## src/rtl/flash_dspi_responder.sv

```systemverilog
// Target side of a dual-IO serial-flash link: answers 0xBB fast-read-dual-IO
// (with continuous-read mode) and 0x9F JEDEC ID, fetching bytes from an external memory.
module flash_dspi_responder #(
  parameter int          ADDR_W   = 24,
  parameter logic [23:0] JEDEC_ID = 24'hEF4017
) (
  input  logic              clk,
  input  logic              resetn,
  input  logic              cs_n,
  input  logic [1:0]        io_in,
  output logic [1:0]        io_out,
  output logic [1:0]        io_oe,
  output logic              mem_rd,
  output logic [ADDR_W-1:0] mem_addr,
  input  logic [7:0]        mem_rdata,
  output logic              cont_mode,
  output logic              busy
);

  typedef enum logic [2:0] {
    IDLE,
    CMD,
    ADDR,
    MODE,
    DATA,
    JEDEC,
    IGNORE
  } state_t;

  state_t              state_reg, state_next;
  state_t              eff_state;
  logic [3:0]          cnt_reg, cnt_next;
  logic [6:0]          shreg_reg, shreg_next;
  logic [21:0]         addr_sh_reg, addr_sh_next;
  logic [4:0]          jidx_reg, jidx_next;
  logic [1:0]          io_out_reg, io_out_next;
  logic [1:0]          oe_reg, oe_next;
  logic                mem_rd_reg, mem_rd_next;
  logic [ADDR_W-1:0]   mem_addr_reg, mem_addr_next;
  logic                cont_reg, cont_next;
  logic [7:0]          cmd_full;
  logic [23:0]         addr_full;

  assign cmd_full  = {shreg_reg, io_in[0]};
  assign addr_full = {addr_sh_reg, io_in};

  always_ff @(posedge clk or negedge resetn) begin
    if (!resetn) begin
      state_reg    <= IDLE;
      cnt_reg      <= 4'd0;
      shreg_reg    <= 7'd0;
      addr_sh_reg  <= 22'd0;
      jidx_reg     <= 5'd0;
      io_out_reg   <= 2'b00;
      oe_reg       <= 2'b00;
      mem_rd_reg   <= 1'b0;
      mem_addr_reg <= '0;
      cont_reg     <= 1'b0;
    end else begin
      state_reg    <= state_next;
      cnt_reg      <= cnt_next;
      shreg_reg    <= shreg_next;
      addr_sh_reg  <= addr_sh_next;
      jidx_reg     <= jidx_next;
      io_out_reg   <= io_out_next;
      oe_reg       <= oe_next;
      mem_rd_reg   <= mem_rd_next;
      mem_addr_reg <= mem_addr_next;
      cont_reg     <= cont_next;
    end
  end

  always_comb begin
    // The IDLE edge is already the first CMD or ADDR edge (E0), so treat it as such.
    eff_state = state_reg;
    if (state_reg == IDLE) begin
      eff_state = cont_reg ? ADDR : CMD;
    end

    state_next    = state_reg;
    cnt_next      = cnt_reg;
    shreg_next    = shreg_reg;
    addr_sh_next  = addr_sh_reg;
    jidx_next     = jidx_reg;
    io_out_next   = io_out_reg;
    oe_next       = oe_reg;
    mem_rd_next   = 1'b0;
    mem_addr_next = mem_addr_reg;
    cont_next     = cont_reg;

    if (cs_n) begin
      state_next  = IDLE;
      cnt_next    = 4'd0;
      oe_next     = 2'b00;
      io_out_next = 2'b00;
    end else begin
      case (eff_state)
        CMD: begin
          shreg_next = cmd_full[6:0];
          cnt_next   = cnt_reg + 4'd1;
          state_next = CMD;
          if (cnt_reg == 4'd7) begin
            cnt_next = 4'd0;
            if (cmd_full == 8'hBB) begin
              state_next = ADDR;
            end else if (cmd_full == 8'h9F) begin
              state_next  = JEDEC;
              oe_next     = 2'b10;
              io_out_next = {JEDEC_ID[23], 1'b0};
              jidx_next   = 5'd22;
            end else begin
              state_next = IGNORE;
            end
          end
        end

        ADDR: begin
          addr_sh_next = addr_full[21:0];
          cnt_next     = cnt_reg + 4'd1;
          state_next   = ADDR;
          if (cnt_reg == 4'd11) begin
            cnt_next      = 4'd0;
            state_next    = MODE;
            mem_addr_next = addr_full[ADDR_W-1:0];
            mem_rd_next   = 1'b1;
          end
        end

        MODE, DATA: begin
          cnt_next = cnt_reg + 4'd1;
          if (eff_state == MODE && cnt_reg == 4'd1) begin
            cont_next = (io_in == 2'b10);
          end
          if (eff_state == DATA) begin
            shreg_next  = {shreg_reg[4:0], 2'b00};
            io_out_next = shreg_reg[5:4];
          end
          // Byte boundary: take the prefetched byte and request the following one.
          if (cnt_reg == 4'd3) begin
            cnt_next      = 4'd0;
            state_next    = DATA;
            shreg_next    = {1'b0, mem_rdata[5:0]};
            io_out_next   = mem_rdata[7:6];
            oe_next       = 2'b11;
            mem_addr_next = mem_addr_reg + 1'b1;
            mem_rd_next   = 1'b1;
          end
        end

        JEDEC: begin
          io_out_next = {JEDEC_ID[jidx_reg], 1'b0};
          jidx_next   = (jidx_reg == 5'd0) ? 5'd23 : jidx_reg - 5'd1;
        end

        default: begin
          state_next = IGNORE;
        end
      endcase
    end
  end

  assign io_out    = io_out_reg;
  assign io_oe     = oe_reg & {2{~cs_n}};
  assign mem_rd    = mem_rd_reg;
  assign mem_addr  = mem_addr_reg;
  assign cont_mode = cont_reg;
  assign busy      = ~cs_n & (state_reg != IDLE) & (state_reg != IGNORE);

endmodule

```

## config.mk

```make
export PLATFORM = sky130hd
export DESIGN_NAME = flash_dspi_responder
export DESIGN_NICKNAME = d
export VERILOG_FILES = /design/src/rtl/flash_dspi_responder.sv
export SDC_FILE = /design/constraint.sdc
export NUM_CORES = 1
export LEC_CHECK = 0
export ABC_AREA = 1
export CORE_MARGIN = 5
export CORE_UTILIZATION = 52
export CTS_CLUSTER_DIAMETER = 80
export DETAILED_ROUTE_END_ITERATION = 10
export GPL_TIMING_DRIVEN = 0
export PLACE_DENSITY = 0.75
export SYNTH_ARGS = -nofsm -noshare
export SYNTH_HDL_FRONTEND = slang
export SYNTH_SLANG_ARGS = --single-unit
```

## constraint.sdc

```tcl
create_clock -name clk -period 1.5 [get_ports clk]
set_input_delay 0.225 -clock clk [delete_from_list [all_inputs] [get_ports clk]]
set_output_delay 0.225 -clock clk [all_outputs]
set_load 0.01 [all_outputs]
```

==> summary.txt <==
Status -> complete, but fails checks
Failing checks -> setup timing
Synth top area share -> 0.412
Clock transition at path regs -> 0.08 ns
Iteration-0 DRC Markers -> 333
P_int -> 0.00350 W
WP data required -> 1.80 ns
Cell with the most instances after synthesis -> nand2_1
Vias in the first global route -> 4605
Seq pwr share -> 0.460
Pwr Density -> 879 nW/µm²
Final setup vio count -> 69
Tcrit/Tclk final -> 1.15
Wire per inst -> 16.2 µm
EDFF count, synth -> 0
Via count -> 4734
Dominant synthesized flop cell -> dfrtp_1
Crit end category -> flop
Syn nets -> 651
Avg Cell Area, Syn -> 6.83 µm²
Static Leak -> 2.89 nW
Fmax -> 0.579 GHz
Slew headroom -> 0.628
Die Span Y -> 101 µm
Asr flop ratio synth -> 1.00
Combinational Power Share -> 0.243
Met2 WL -> 6.58 mm
CTS tree -> built
Setup crit start kind -> flop
First-pass GRT wire length -> 21.4 mm
Total GRT Usage -> 0.264
Core Rows -> 33
Switching Share -> 0.334
Unrepaired setup endpoints after global routing -> yes
Die X -> 101 µm
Design area -> 5980 µm²
Sequential area share after synthesis -> 0.412
Seq cells post-synth -> 71
CTS Root Cell -> clkbuf_8
Area post-placement -> 4890 µm²
Synth cell types -> 33
Max clock buf depth -> 2
Hpwl dp -> 8.31 mm
Synth area leader -> dfrtp_1
Final Max Tran Viols -> 0
Data arrival, critical path -> 2.02 ns
Die ar. -> 10200 µm²
Core area -> 8130 µm²
DR WL met3 -> 967 µm
Leading post-synthesis cells by cell area -> dfrtp_1 41%, nand2_1 20%, nand3_1 6.3%, o21ai_0 6.2%, inv_1 6.0%
Max-cap violations -> 0
Io pins -> 44
Net switching power -> 0.00176 W
Max Used Layer -> met4
Starting Density -> 0.530
Synthesis-to-finish area growth -> 38.9%
Initial antenna violation count -> 0
Final Critical Period -> 1.73 ns
Final WS setup -> -0.227 ns
N_diodes -> 0
Clock skew -> 0.0102 ns
Most instantiated cells after synthesis -> 233 x nand2_1, 71 x dfrtp_1, 69 x inv_1
Maximum fanout along the worst path -> 5
H-tree Lvls -> 3
Cells after Synth -> 631
Final #Nets -> 761
Final wirelength -> 13.8 mm
Final hold vios -> 0
Setup CP Type -> flop to flop
Yosys Warn Count -> 0
Peak supply drop -> 0.608 mV
Clock sink count -> 71
Pin count of the biggest net entering global routing -> 71
M1 WL -> 5.68 mm
First-pass detailed-route iteration total -> 5
Clk Latency, worst-skew pair -> 0.36 ns
Cts bufs inserted -> 9
RD Place Congestion -> 0.922
Worst Tran Pin Value -> 0.558 ns
Filler Cells Inserted -> 607
Vias/cell -> 5.57
DR DRC count -> 0
Clock share of power -> 0.297
GRT overflow -> 0
Number of flip-flops under the largest register name -> 24
Total power -> 0.00526 W
Final ANT Viol Nets -> 0
Fraction of layout cells with a size suffix above 1 -> 0.231
Synthesized cell area -> 4310 µm²
I/O Buffers -> 42
HP Class -> primary input to asynchronous set/reset pin
power by group through the flow:
stage / Clock (W) / Sequential [W] / Combinational (W)
2_1_floorplan: 0 / 0.00239 / 0.000741
3_3_place_gp: 0 / 0.00243 / 0.00103
3_5_place_dp: 0 / 0.00244 / 0.00107
4_1_cts: 0.00154 / 0.00240 / 0.00120
5_1_grt: 0.00166 / 0.00245 / 0.00144
6_report: 0.00156 / 0.00242 / 0.00128
cells by family (layout without fill, tap and decap cells):
group | after synthesis | in the layout | share of synthesized area
xor gates and xnor gates | 5 | 5 | 0.0102
AOI/OAI and AO/OA | 82 | 82 | 0.102
adders and majority gates | 7 | 7 | 0.0203
buffers and inverters | 95 | 208 | 0.0938
DFF | 71 | 71 | 0.412
and+or+nand+nor | 371 | 372 | 0.361
path summary, 6_finish.rpt:
| kind | startpoint | to | slack (ns) | cells after the start |
|---|---|---|---|---|
| worst max register to register | cnt_reg[0]$_DFFE_PN0P_ | jidx_reg[4]$_DFFE_PN0P_ | -0.23 | 9 |
| worst min-delay path | resetn | addr_sh_reg[19]$_DFFE_PN0P_ | 0.20 | 2 |
| worst max-delay path | cnt_reg[0]$_DFFE_PN0P_ | jidx_reg[4]$_DFFE_PN0P_ | -0.23 | 9 |
| min in group clk | cs_n | oe_reg[1]$_DFFE_PN0P_ | 0.22 | 2 |
| max in group asynchronous | resetn | mem_addr[3]$_DFFE_PN0P_ | 0.76 | 3 |
| worst min register to register | addr_sh_reg[4]$_DFFE_PN0P_ | addr_sh_reg[4]$_DFFE_PN0P_ | 0.49 | 2 |
critical path, stage by stage (launching register included):
cell and delay, ns:
dfrtp_1 0.43, ha_4 0.20, buf_6 0.11, nand2_4 0.05
nor2_4 0.12, nand4_1 0.21, nand2_4 0.17, buf_6 0.12
nand4_1 0.13, nand2_2 0.11
per-stage QoR:
stage / hold WS [ns] / TNS [ns] / std cells / utilization / setup slack (ns)
final: 0.200 / -6.84 / 850 / 0.736 / -0.227
after global routing: 0.213 / -11.88 / 850 / 0.736 / -0.277
after detailed placement: 0.0246 / -12.41 / 779 / 0.601 / -0.300
after CTS: 0.207 / -0.587 / 843 / 0.711 / -0.0857
after floorplan: -0.0706 / 0 / 631 / - / 0.00657
after global placement: 0.463 / -173.36 / 778 / 0.598 / -2.30
per-layer routing:
layer	up-vias	GRT usage
met5	-	0
met4	0	0.119
met3	57	0.0408
met2	235	0.443
met1	2223	0.335
li1	2219	-
layout by cell type (no fill, tap or decap), types with 15 or more instances in the layout:
cell,count
nand4_1,15
nand2_1,212
dfrtp_1,60
nand3_1,49
nor2_1,48
nand2_2,15
dlygate4sd2_1,17
buf_4,47
inv_1,62
o21ai_0,45
timing repair:
action                                  4_1_cts  5_1_grt
setup buffers                                43        8
pin swaps                                    21       12
resized for setup                           116       53
gates cloned                                  5        0
endpoints found under the setup margin       96       80
hold buffers                                  1        0
hold endpoints to repair                     71        0
layout make-up:
class | instances | area, µm² | area share
Sequential cell | 71 | 1790 | 0.299
Multi-Input combinational cell | 466 | 2440 | 0.408
Clock inverter | 3 | 43.8 | 0.00732
Timing Repair inverter | 1 | 7.51 | 0.00125
Buffer | 18 | 190 | 0.0318
Tap cell | 105 | 131 | 0.0220
Clock buffer | 12 | 145 | 0.0243
Timing Repair Buffer | 97 | 925 | 0.155
Inverter | 77 | 308 | 0.0514
Note: power is estimated with default switching activity, not from simulation.
